### src/rtl/mesh_pkg.sv
// mesh_pkg: header layout, field accessors and receiver FSM states for mesh terminal packets
package mesh_pkg;
  localparam int HDR_W = 17;
  typedef logic [HDR_W-1:0] hdr_t;
  typedef enum logic [1:0] {IDLE, POP, SETTLE} rx_state_e;
  function automatic int payload_w(int pckg_sz);
    return pckg_sz - HDR_W;
  endfunction
  function automatic logic [7:0] get_nxtjp(hdr_t h);
    return h[16:9];
  endfunction
  function automatic logic [3:0] get_row(hdr_t h);
    return h[8:5];
  endfunction
  function automatic logic [3:0] get_col(hdr_t h);
    return h[4:1];
  endfunction
  function automatic logic get_mode(hdr_t h);
    return h[0];
  endfunction
endpackage

### src/rtl/mesh_term_rx_if.sv
// mesh_term_rx_if: mesh-side pop handshake, consumer-side show-ahead output and statistics
interface mesh_term_rx_if #(parameter int pckg_sz = 40, parameter int CNT_W = 16);
  logic pndng;
  logic [pckg_sz-1:0] data_out;
  logic pop;
  logic out_valid;
  logic [pckg_sz-18:0] out_payload;
  logic out_mode;
  logic [7:0] out_nxtjp;
  logic out_ready;
  logic [CNT_W-1:0] rx_cnt;
  logic [CNT_W-1:0] err_cnt;
  modport master(output pndng, data_out, out_ready,
                 input pop, out_valid, out_payload, out_mode, out_nxtjp, rx_cnt, err_cnt);
  modport slave(input pndng, data_out, out_ready,
                output pop, out_valid, out_payload, out_mode, out_nxtjp, rx_cnt, err_cnt);
endinterface

### src/rtl/term_fifo.sv
// term_fifo: synchronous show-ahead FIFO; dout reads zero while empty
module term_fifo #(
  parameter int W = 8,
  parameter int DEPTH = 4,
  localparam int AW = $clog2(DEPTH)
) (
  input  logic         clk,
  input  logic         reset,
  input  logic         push,
  input  logic         pop,
  input  logic [W-1:0] din,
  output logic [W-1:0] dout,
  output logic         full,
  output logic         empty,
  output logic [AW:0]  count
);
  logic [W-1:0] mem [DEPTH];
  logic [AW-1:0] wp, rp;
  logic wr, rd;
  assign wr = push && !full;
  assign rd = pop && !empty;
  assign full = count == (AW+1)'(DEPTH);
  assign empty = count == '0;
  assign dout = empty ? '0 : mem[rp];
  always_ff @(posedge clk)
    if (reset) begin
      wp <= '0;
      rp <= '0;
      count <= '0;
    end else begin
      if (wr) begin
        mem[wp] <= din;
        wp <= wp + AW'(1);
      end
      if (rd) rp <= rp + AW'(1);
      count <= count + (AW+1)'(wr) - (AW+1)'(rd);
    end
endmodule

### src/rtl/mesh_term_rx.sv
// mesh_term_rx: drains a mesh output port, keeps packets addressed here or broadcast, counts the rest as misrouted
module mesh_term_rx import mesh_pkg::*; #(
  parameter int         pckg_sz   = 40,
  parameter logic [3:0] TERM_ROW  = 4'd0,
  parameter logic [3:0] TERM_COL  = 4'd0,
  parameter logic [7:0] bdcst     = 8'hFF,
  parameter int         OUT_DEPTH = 4,
  parameter int         CNT_W     = 16
) (
  input logic clk,
  input logic reset,
  mesh_term_rx_if.slave bus
);
  localparam int PW = payload_w(pckg_sz);
  localparam int EW = PW + 9;
  localparam int AW = $clog2(OUT_DEPTH);
  rx_state_e state, nxt;
  logic [pckg_sz-1:0] hdr_q;
  logic [CNT_W-1:0] rx_cnt, err_cnt;
  logic [EW-1:0] head;
  logic [AW:0] fill;
  logic pop_q, push, drop, full, empty, match;
  hdr_t h;
  assign h = hdr_q[pckg_sz-1 -: HDR_W];
  assign match = {get_row(h), get_col(h)} == {TERM_ROW, TERM_COL} || {get_row(h), get_col(h)} == bdcst;
  always_ff @(posedge clk)
    if (reset) begin
      state <= IDLE;
      pop_q <= 1'b0;
      rx_cnt <= '0;
      err_cnt <= '0;
    end else begin
      state <= nxt;
      pop_q <= nxt == POP;
      if (state == IDLE && nxt == POP) hdr_q <= bus.data_out;
      if (push && !(&rx_cnt)) rx_cnt <= rx_cnt + CNT_W'(1);
      if (drop && !(&err_cnt)) err_cnt <= err_cnt + CNT_W'(1);
    end
  always_comb
    nxt = state == IDLE ? (bus.pndng && fill < (AW+1)'(OUT_DEPTH) ? POP : IDLE) :
          state == POP  ? SETTLE : IDLE;
  always_comb begin
    push = state == POP && match && !full;
    drop = state == POP && !match;
  end
  term_fifo #(.W(EW), .DEPTH(OUT_DEPTH)) fifo (
    .clk(clk),
    .reset(reset),
    .push(push),
    .pop(bus.out_ready),
    .din({get_nxtjp(h), get_mode(h), hdr_q[PW-1:0]}),
    .dout(head),
    .full(full),
    .empty(empty),
    .count(fill)
  );
  assign bus.pop = pop_q;
  assign bus.out_valid = !empty;
  assign {bus.out_nxtjp, bus.out_mode, bus.out_payload} = head;
  assign bus.rx_cnt = rx_cnt;
  assign bus.err_cnt = err_cnt;
endmodule

### src/flat_wrapper.sv
// flat-port wrapper written by rule: the top's interface ports become plain ports
module mesh_term_rx_flat import mesh_pkg::*;
#(
  parameter int         pckg_sz   = 40,
  parameter logic [3:0] TERM_ROW  = 4'd0,
  parameter logic [3:0] TERM_COL  = 4'd0,
  parameter logic [7:0] bdcst     = 8'hFF,
  parameter int         OUT_DEPTH = 4,
  parameter int         CNT_W     = 16
)
  (clk, reset, bus_pndng, bus_data_out, bus_out_ready, bus_pop, bus_out_valid, bus_out_payload, bus_out_mode, bus_out_nxtjp, bus_rx_cnt, bus_err_cnt);
  mesh_term_rx_if #(.pckg_sz(pckg_sz), .CNT_W(CNT_W)) bus_i ();
  input logic clk;
  input logic reset;
  input wire logic [$bits(bus_i.pndng)-1:0] bus_pndng;
  input wire logic [$bits(bus_i.data_out)-1:0] bus_data_out;
  input wire logic [$bits(bus_i.out_ready)-1:0] bus_out_ready;
  output wire logic [$bits(bus_i.pop)-1:0] bus_pop;
  output wire logic [$bits(bus_i.out_valid)-1:0] bus_out_valid;
  output wire logic [$bits(bus_i.out_payload)-1:0] bus_out_payload;
  output wire logic [$bits(bus_i.out_mode)-1:0] bus_out_mode;
  output wire logic [$bits(bus_i.out_nxtjp)-1:0] bus_out_nxtjp;
  output wire logic [$bits(bus_i.rx_cnt)-1:0] bus_rx_cnt;
  output wire logic [$bits(bus_i.err_cnt)-1:0] bus_err_cnt;
  assign bus_i.pndng = bus_pndng;
  assign bus_i.data_out = bus_data_out;
  assign bus_i.out_ready = bus_out_ready;
  assign bus_pop = bus_i.pop;
  assign bus_out_valid = bus_i.out_valid;
  assign bus_out_payload = bus_i.out_payload;
  assign bus_out_mode = bus_i.out_mode;
  assign bus_out_nxtjp = bus_i.out_nxtjp;
  assign bus_rx_cnt = bus_i.rx_cnt;
  assign bus_err_cnt = bus_i.err_cnt;
  mesh_term_rx #(.pckg_sz(pckg_sz), .TERM_ROW(TERM_ROW), .TERM_COL(TERM_COL), .bdcst(bdcst), .OUT_DEPTH(OUT_DEPTH), .CNT_W(CNT_W)) u_core (.clk(clk), .reset(reset), .bus(bus_i));
endmodule
### config.mk
export PLATFORM = sky130hd
export DESIGN_NAME = mesh_term_rx_flat
export DESIGN_NICKNAME = d
export VERILOG_FILES = /design/src/rtl/mesh_pkg.sv /design/src/rtl/mesh_term_rx_if.sv /design/src/rtl/term_fifo.sv /design/src/rtl/mesh_term_rx.sv /design/src/flat_wrapper.sv
export SDC_FILE = /design/constraint.sdc
export NUM_CORES = 1
export LEC_CHECK = 0
export CAP_MARGIN = 10
export CORE_MARGIN = 2
export CORE_UTILIZATION = 30
export CTS_CLUSTER_SIZE = 16
export DETAILED_ROUTE_END_ITERATION = 10
export DONT_BUFFER_PORTS = 1
export MAX_ROUTING_LAYER = met4
export PLACE_DENSITY = 0.56
export RECOVER_POWER = 100
export SYNTH_ARGS = -nofsm -noshare
export SYNTH_HDL_FRONTEND = slang
export SYNTH_SLANG_ARGS = --single-unit
### constraint.sdc
create_clock -name clk -period 5.2 [get_ports clk]
set_input_delay 0.78 -clock clk [delete_from_list [all_inputs] [get_ports clk]]
set_output_delay 0.78 -clock clk [all_outputs]
set_load 0.005 [all_outputs]
==> metrics.cfg <==
[status]
outcome = finished with violations
violations = capacitance limit, slew limit

[cts]
path_clk_slew_ns = 0.06
cts_hold_buffers = 0
clk_latency_ns = 0.51
root_buffer = clkbuf_16
cts_tree = built
h-tree-depth = 1
numCtsBuffers = 24
clk_path_buf_depth = 3
post_cts_resized = 0
cts_setup_buffers = 0
cts.sink_count = 212

[routing]
route.detailed.drc = 0
drtAntennaViolNets = 0
drt_first_pass_iters = 4
routed_wirelength_um = 15900
vias = 4180
wl_per_cell_um = 18.3
drt_iter0_markers = 212
viasPerCell = 4.82

[grt]
grt_max_degree = 50
grt.overflow.total = 0
grt_pass1_vias = 4396
grt_use_total_pct = 11.4
antenna_found_initial = 4
grt_pass1_wl_um = 24800

[synthesis]
syn_inst = 493
yosysSeqAreaShare_pct = 72.1
synth_ff_type = edfxtp_1
ys_top_cells_by_area = edfxtp_1, dfxtp_1, mux4_2
synth-async-reset-ratio_pct = 0
syn_avg_cell_area_um2 = 16.7
synth_cell_types = 44
yosys.area.top_type = edfxtp_1
synth_seq_cells = 212
synth_top_area_share_pct = 61.4
ys_top_cells_by_count = edfxtp_1, nor2_1, dfxtp_1, and2_1, mux4_2
yosysMostFrequentCell = edfxtp_1
ys_warn_count = 0
synth_edf_count = 168
synth.net_count = 546
synth_area_um2 = 8220

[sta]
finalCritPeriodShare_pct = 69.5
finalHoldViolCount = 0
fin_crit_ns = 3.62
whs_ns = 0.343
fmax_mhz = 277
grt_setup_unrepaired = false
maxSlewViolCount = 15
setup_viol = 0
tns_ns = 0
worstMarginPinSlew_ns = 2.40
relSlewSlack_pct = -61.6
fin_worst_skew_ns = 0.00926

[power_and_ir_drop]
clkPwrFrac_pct = 38.4
comb_power_share_pct = 12.8
p_leak_nw = 2.88
ir_drop_v = 0.000246
p_sw_mw = 1.03
seqPwrFrac_pct = 48.8
powerDensity_nw_per_um2 = 437
p_int_mw = 3.05
p_sw_share_pct = 25.2

[worst_hold_path]
holdPathStages = 1
min_path_type = input pin to flip-flop

[floorplan]
die_x_um = 170
core-area_um2 = 27000
io_pins = 110
dieArea_um2 = 28700
initial_core_util_pct = 30.5
std_cell_rows = 60
chipHeight_um = 170

[finish]
ff_latch_area_um2 = 5930
drive_gt1_share_pct = 15.9
syn2layout_area_growth_pct = 13.4
multi_input_area_um2 = 2130
fin_nets = 558
fill_cells = 2530

[setup_path]
cp_max_fo = 27
end_kind = flip-flop
crit_required_ns = 5.33
arrival_ns = 3.75
worst_setup_path_start_kind = flip-flop
path_class = flip-flop to flip-flop
ff2ff_path_depth = 2

[job]
drv_cap = 1

[place]
gp_congestion = 0.818
hpwl_um = 9410
io_buffers = 0

worst max-delay path, stage by stage, from the launching register on:
cell and delay (ns):
dfxtp_1 0.36, nor4_1 1.92, clkbuf_2 0.93
logic make-up after synthesis:
| family | synth area share, % |
|---|---|
| muxes | 9.41 |
| AOI/OAI and AO/OA | 0.944 |
| xor gates and xnor gates | 2.88 |
| DFF | 72.1 |
| buffers and inverters | 1.52 |
| and+or+nand+nor | 11.7 |
| adders and majority gates | 1.46 |
power by group through the flow:
stage,clock network [mW],logic (mW),registers [mW]
after floorplan,0,0.463,1.97
after CTS,1.63,0.565,1.99
after global routing,1.69,0.587,2.00
after global placement,0,0.548,2.02
final,1.57,0.520,1.99
after detailed placement,0,0.564,2.03
cell usage in the layout (no fill, tap or decap), types with 6 or more instances in the layout:
| cell type | count |
|---|---|
| edfxtp_1 | 168 |
| nor2_1 | 46 |
| dfxtp_1 | 42 |
| and2_0 | 33 |
| mux4_2 | 32 |
| xnor2_1 | 24 |
| clkbuf_16 | 24 |
| nand4_1 | 16 |
| nor3_1 | 11 |
| nand3_1 | 9 |
| ha_1 | 8 |
| inv_1 | 7 |
| nor3b_1 | 7 |
| a21oi_1 | 6 |
| nor4_1 | 6 |
| nand2_1 | 6 |
| clkinv_2 | 6 |
worst paths after layout:
check	start	slack, ns	endpoint
setup / recovery	u_core.fifo.count[2]	1.58	u_core.hdr_q[33]
setup reg to reg	u_core.fifo.count[2]	1.58	u_core.hdr_q[33]
hold reg to reg	u_core.hdr_q[7]	0.49	u_core.fifo.mem[0][7]
hold / removal	reset	0.34	u_core.bus.err_cnt[11]
cell type report:
| type | count | area share (%) |
|---|---|---|
| antenna | 4 | 0.107 |
| clock buffer | 25 | 6.48 |
| clock inverter | 19 | 1.56 |
| inverter | 7 | 0.282 |
| multi-input combinational | 252 | 22.9 |
| sequential | 212 | 63.6 |
| tap | 341 | 4.58 |
| timing repair buffer | 8 | 0.537 |
metrics by stage:
step | power (mW) | instance area [um2] | util, % | worst slack (ns) | std cells
2_1_floorplan | 2.43 | 8230 | - | 1.00 | 493
3_3_place_gp | 2.57 | 8650 | 32.1 | 2.45 | 820
3_5_place_dp | 2.59 | 8650 | 32.1 | 2.39 | 820
4_1_cts | 4.18 | 9400 | 34.9 | 1.91 | 864
5_1_grt | 4.28 | 9320 | 34.6 | 1.03 | 868
6_report | 4.07 | 9320 | 34.6 | 1.58 | 868
per-layer routing:
metal  GRT usage (%)  part of all wire, %
met2            18.9                   48
met3            3.89                  7.3
met5               -                    0
met1            13.3                   42
met4            3.08                  2.4
sequential cells by signal, indices dropped and copies added (netlist names), named ones only:
register / flops
u_core.fifo.count: 3
u_core.bus.err_cnt: 16
u_core.hdr_q: 40
u_core.fifo.mem: 128
u_core.bus.pop: 1
u_core.fifo.rp: 2
u_core.state: 2
u_core.bus.rx_cnt: 16
u_core.fifo.wp: 2
Power figures use the tool's default switching activity.
==> edit 1: new RTL, same settings <==
`OUT_DEPTH` is set to 4 in 2 places; all go to 8.
--- a/src/rtl/mesh_term_rx.sv
+++ b/src/rtl/mesh_term_rx.sv
@@ -6,3 +6,3 @@
   parameter logic [7:0] bdcst     = 8'hFF,
-  parameter int         OUT_DEPTH = 4,
+  parameter int         OUT_DEPTH = 8,
   parameter int         CNT_W     = 16
--- a/src/flat_wrapper.sv
+++ b/src/flat_wrapper.sv
@@ -7,3 +7,3 @@
   parameter logic [7:0] bdcst     = 8'hFF,
-  parameter int         OUT_DEPTH = 4,
+  parameter int         OUT_DEPTH = 8,
   parameter int         CNT_W     = 16
Formal check against the unedited RTL: same outputs for any inputs over 4 cycles, from zero or initial values and one cycle with reset high; that may be too few to reach the edited logic, so the function may still have changed.
==> edit 1 against the unedited design <==
  * The flow still finishes with violations (max-capacitance violations, max-slew violations)
  * Synthesized area grew 63%
  * Global-route usage grew 1.1 points
  * Setup slack lost 410 ps
  * Total power grew 65%
  * Synthesized cell count grew 51%
  * Wire length grew 76%
  * Register-to-register slack lost 220 ps
  * Clock skew grew 4.0 ps
  * Sequential cell count grew 132
  * Maximum frequency shrank 10%
  * Largest power group unchanged
  * First-iteration DRC count grew 98%
  * Non-clock buffer count grew 5
  * Final area grew 64%
  * Critical path depth grew 2
==> edit 1: results (changes against the unedited design) <==
### Worst setup path
* Crit-path slowest cell: sky130_fd_sc_hd__dfxtp_2, was sky130_fd_sc_hd__nor4_1
* critical path's largest stage delay: 1290 ps, was 1920 ps
* kind of cell with the highest combined delay on the critical path: flip-flops, was simple AND/OR/NAND/NOR gates
* largest fanout on the critical path: 40, was 27

### STA
* Slew HR: -94.3%, was -61.6%
* max-slew violation total from the final report: 79, was 15
* Clock Skew: 13.3 ps, was 9.26 ps

### Outcome
* violated checks: max-capacitance violations, max-slew violations, unchanged
* outcome: finished, violations left, unchanged

### Yosys
* number of library cell types mapped by synthesis: 53, was 44
* top post-synthesis cells by count: 296 x sky130_fd_sc_hd__edfxtp_1, 64 x sky130_fd_sc_hd__mux4_2, 56 x sky130_fd_sc_hd__nor2_1, was 168 x sky130_fd_sc_hd__edfxtp_1, 46 x sky130_fd_sc_hd__nor2_1, 44 x sky130_fd_sc_hd__dfxtp_1
* number of flops mapped to enable cells by yosys: 296, was 168
* synthesized netlist cell count: 744, was 493
* total nets after synthesis: 798, was 546
* largest cells by area after synthesis: sky130_fd_sc_hd__edfxtp_1 66%, sky130_fd_sc_hd__mux4_2 11%, sky130_fd_sc_hd__dfxtp_1 7.2%, sky130_fd_sc_hd__mux2i_1 2.6%, sky130_fd_sc_hd__nor2_1 1.6%, was sky130_fd_sc_hd__edfxtp_1 61%, sky130_fd_sc_hd__dfxtp_1 11%, sky130_fd_sc_hd__mux4_2 8.8%, sky130_fd_sc_hd__and2_1 2.7%, sky130_fd_sc_hd__xnor2_1 2.6%
* share of synthesized area occupied by flip-flops and latches: 73.3%, was 72.1%

### Global routing
* pin count of the biggest net entering global routing: 65, was 50
* global-route usage over all layers: 12.5%, was 11.4%

### Pwr
* maximum vdd drop: 0.286 mV, was 0.246 mV
* Leakage: 4.54 nW, was 2.88 nW
* net switching share of the total power: 25.9%, was 25.2%
* Internal: 0.00497 W, was 0.00305 W
* Logic pwr share: 13.6%, was 12.8%
* relative contribution of sequential cells to total power: 49.0%, was 48.8%

### Job
* MaxCap Viol Count: 3, was 1

### Final layout
* nets@finish: 814, was 558
* number of flip-flops under the largest register name: 256, was 128
* number of fill cells: 4157, was 2530
* fraction of layout cells with a size suffix above 1: 19.2%, was 15.9%
* registers with the most flip-flops: u_core.fifo.mem: 256 flops, u_core.hdr_q: 40 flops, was u_core.fifo.mem: 128 flops, u_core.hdr_q: 40 flops

### Routing
* drt via density: 4.84, was 4.82
* routed wire length on met3: 1960 um, was 1160 um
* number of design-rule violations left by the first detailed-router iteration: 419, was 212
* average wire per standard cell: 20.2 um, was 18.3 um
* routed length on met2: 13100 um, was 7670 um
* sum of routed wire segments on met1: 12300 um, was 6700 um

### Placement
* RePlAce Congestion: 0.738, was 0.818
* total cell area at the placement stage: 14100 um2, was 8650 um2
* instance count after placement with tap cells included: 1312, was 820
* HPWL after detailed placement: 15000 um, was 9410 um

### Clock network
* Gates resized, CTS repair: 0, unchanged
* clk_lat worst skew: 550 ps, was 510 ps
* number of clock buffers inserted by TritonCTS: 38, was 24
* CTS H-tree lvls: 2, was 1

[edit 1: cell families (layout without fill, tap and decap cells)]
| group | after synthesis | count (layout) | share of synthesized area (%) |
|---|---|---|---|
| AO/OA/AOI/OAI | 56 | 56 | 2.61 |
| other | 0 | 4 | 0 |
| XOR/XNOR | 6 | 6 | 0.391 |
| buffers and inverters | 46 | 90 | 1.68 |
| AND/OR/NAND/NOR | 178 | 178 | 7.16 |
| flip-flops | 344 | 344 | 73.3 |
| multiplexers | 104 | 104 | 13.8 |
| adder cells (fa/ha/maj) | 10 | 10 | 0.987 |
[edit 1: routing by layer]
| layer | vias up | global-route usage (%) |
|---|---|---|
| met5 | - | - |
| met3 | 44 | 4.34 |
| met2 | 165 | 19.3 |
| met1 | 3443 | 15.7 |
| li1 | 3041 | - |
| met4 | 0 | 3.33 |
[edit 1: cell type report]
cell class / instances / area (um2) / area share [%]
well taps: 592 / 741 / 4.86
clock inverters: 26 / 171 / 1.12
inverters: 9 / 33.8 / 0.222
repair buffers: 13 / 70.1 / 0.460
multi-input cells: 354 / 3380 / 22.2
diodes: 4 / 10.0 / 0.0656
flip-flops and latches: 344 / 9860 / 64.6
clock buffers: 42 / 987 / 6.47
[edit 1: worst reg2reg max path: cells and delay by family (launching register included)]
family	cells	cell delay, ps
AOI/OAI and AO/OA	1	1690
buffers and inverters	1	860
DFF	1	360
muxes	1	350
and+or+nand+nor	3	470
[edit 1: path summary, 6_finish.rpt]
check	startpoint	end	depth (start not counted)	slack [ps]
hold reg to reg	u_core.fifo.rp[1]	flop	2	450
setup / recovery	flop	bus_out_nxtjp[7]	4	1170
setup reg to reg	u_core.hdr_q[24]	u_core.bus.rx_cnt[8]	6	1360
hold / removal	reset	u_core.bus.err_cnt[15]	1	300
==> edit 2: new RTL, config.mk and constraints unchanged <==
Made on the original files. Encoding of `rx_state_e`: now one-hot (3 bits for 3 states).
--- a/src/rtl/mesh_pkg.sv
+++ b/src/rtl/mesh_pkg.sv
@@ -4,3 +4,3 @@
   typedef logic [HDR_W-1:0] hdr_t;
-  typedef enum logic [1:0] {IDLE, POP, SETTLE} rx_state_e;
+  typedef enum logic [2:0] {IDLE = 3'b001, POP = 3'b010, SETTLE = 3'b100} rx_state_e;
   function automatic int payload_w(int pckg_sz);
Function: same outputs for any inputs over 4 cycles, from zero or initial values and one cycle with reset high; so few cycles prove little.
==> edit 2 against the unedited design <==
  * Synthesized area is 1.2% higher
  * Largest cell class unchanged
  * Setup slack worse by 210 ps
  * Sequential cell count rose by 1
  * Highest routed layer unchanged
  * Hold slack got worse by 8.6 ps
  * Combinational power increased by 4.6%
  * Total power grew 3.3%
  * Wire length rose by 5.0%
  * The run still ends with max-capacitance violations, max-slew violations left
  * Final area up 1.7%
  * Clock skew up 0.51 ps
==> edit 2: results (changes against the unedited design) <==
### Outcome
* outcome: finished, violations left, unchanged
* violated checks: max-capacitance violations, max-slew violations, unchanged

### Yosys
* xor/xnor cell area share of the yosys netlist: 0.526%, was 2.88%
* share of cell area taken by muxes after synthesis: 9.60%, was 9.41%
* total nets after synthesis: 562, was 546
* Compound-Gate Fraction of Synth Area: 3.97%, was 0.944%
* share of synthesized area occupied by flip-flops and latches: 71.5%, was 72.1%
* largest cells by area after synthesis: sky130_fd_sc_hd__edfxtp_1 61%, sky130_fd_sc_hd__dfxtp_1 11%, sky130_fd_sc_hd__mux4_2 8.7%, sky130_fd_sc_hd__and2_1 2.9%, sky130_fd_sc_hd__o31ai_1 1.4%, was sky130_fd_sc_hd__edfxtp_1 61%, sky130_fd_sc_hd__dfxtp_1 11%, sky130_fd_sc_hd__mux4_2 8.8%, sky130_fd_sc_hd__and2_1 2.7%, sky130_fd_sc_hd__xnor2_1 2.6%
* arithmetic-cell share of the synthesized area counting full adders, half adders and majority gates: 1.44%, was 1.46%
* Synth Area per Inst: 16.3 um2, was 16.7 um2

### Worst setup path
* largest fanout on the critical path: 32, was 27
* arrival time worst endpoint: 3930 ps, was 3750 ps
* Crit-path slowest cell: sky130_fd_sc_hd__clkbuf_1, was sky130_fd_sc_hd__nor4_1
* critical path's largest stage delay: 1480 ps, was 1920 ps

### Final layout
* Layout Cells excl Fill: 909, was 868
* nets@finish: 567, was 558
* number of fill cells: 2587, was 2530
* area used by multi-input combinational logic: 2200 um2, was 2130 um2
* fraction of layout cells with a size suffix above 1: 15.4%, was 15.9%

### Placement
* instance count after placement with tap cells included: 860, was 820
* total cell area at the placement stage: 8710 um2, was 8650 um2
* RePlAce Congestion: 0.767, was 0.818
* HPWL after detailed placement: 10300 um, was 9410 um

### STA
* max-slew violation total from the final report: 33, was 15
* transition time at the pin with the least slew margin: 1960 ps, was 2400 ps

### Routing
* number of design-rule violations left by the first detailed-router iteration: 284, was 212
* detailed-route via count: 4436, was 4180
* detailed-routing iteration count for the pre-antenna-repair pass: 5, was 4

### Job
* MaxCap Viol Count: 1, unchanged

### Global routing
* global-route usage over all layers: 11.8%, was 11.4%

### Pwr
* NetSw: 0.00104 W, was 0.00103 W
* Leakage: 2.84 nW, was 2.88 nW

==> edit 2: power by group through the flow <==
stage | Combinational (W) | Clock, W | Sequential [W]
6_report | 0.000544 | 0.00169 | 0.00198
5_1_grt | 0.000612 | 0.00181 | 0.00198
4_1_cts | 0.000578 | 0.00174 | 0.00198
3_5_place_dp | 0.000576 | 0 | 0.00201
3_3_place_gp | 0.000560 | 0 | 0.00200
2_1_floorplan | 0.000457 | 0 | 0.00198
==> edit 2: path summary, 6_finish.rpt <==
check | start | cells after the start | slack, ps | to
setup reg to reg | u_core.state[1] | 3 | 1370 | u_core.hdr_q[36]
setup / recovery | u_core.state[1] | 3 | 1370 | u_core.hdr_q[36]
hold / removal | reset | 1 | 330 | u_core.bus.err_cnt[9]
hold reg to reg | u_core.hdr_q[38] | 0 | 500 | u_core.fifo.mem[2][30]
==> edit 2: routing by layer <==
layer | vias up | global-route usage [%] | wire [um]
li1 | 2011 | - | -
met1 | 2251 | 13.7 | 6740
met2 | 149 | 19.1 | 8010
met3 | 25 | 4.67 | 1610
met4 | 0 | 2.97 | 354
met5 | - | - | 0
==> edit 2: layout make-up <==
cell class	instances	share of cell area, %
antenna	5	0.132
clock buffer	28	6.60
clock inverter	16	1.90
inverter	10	0.396
multi-input combinational	261	23.2
sequential	213	62.7
tap	372	4.91
timing repair buffer	4	0.172
==> edit 2: per-stage QoR <==
step / worst slack [ps] / power (W) / hold WS [ps]
finish: 1370 / 0.00421 / 334
global route: 1020 / 0.00440 / 314
CTS: 2140 / 0.00430 / 305
detailed placement: 2170 / 0.00259 / 489
global placement: 2300 / 0.00256 / 473
floorplan: 343 / 0.00243 / 459
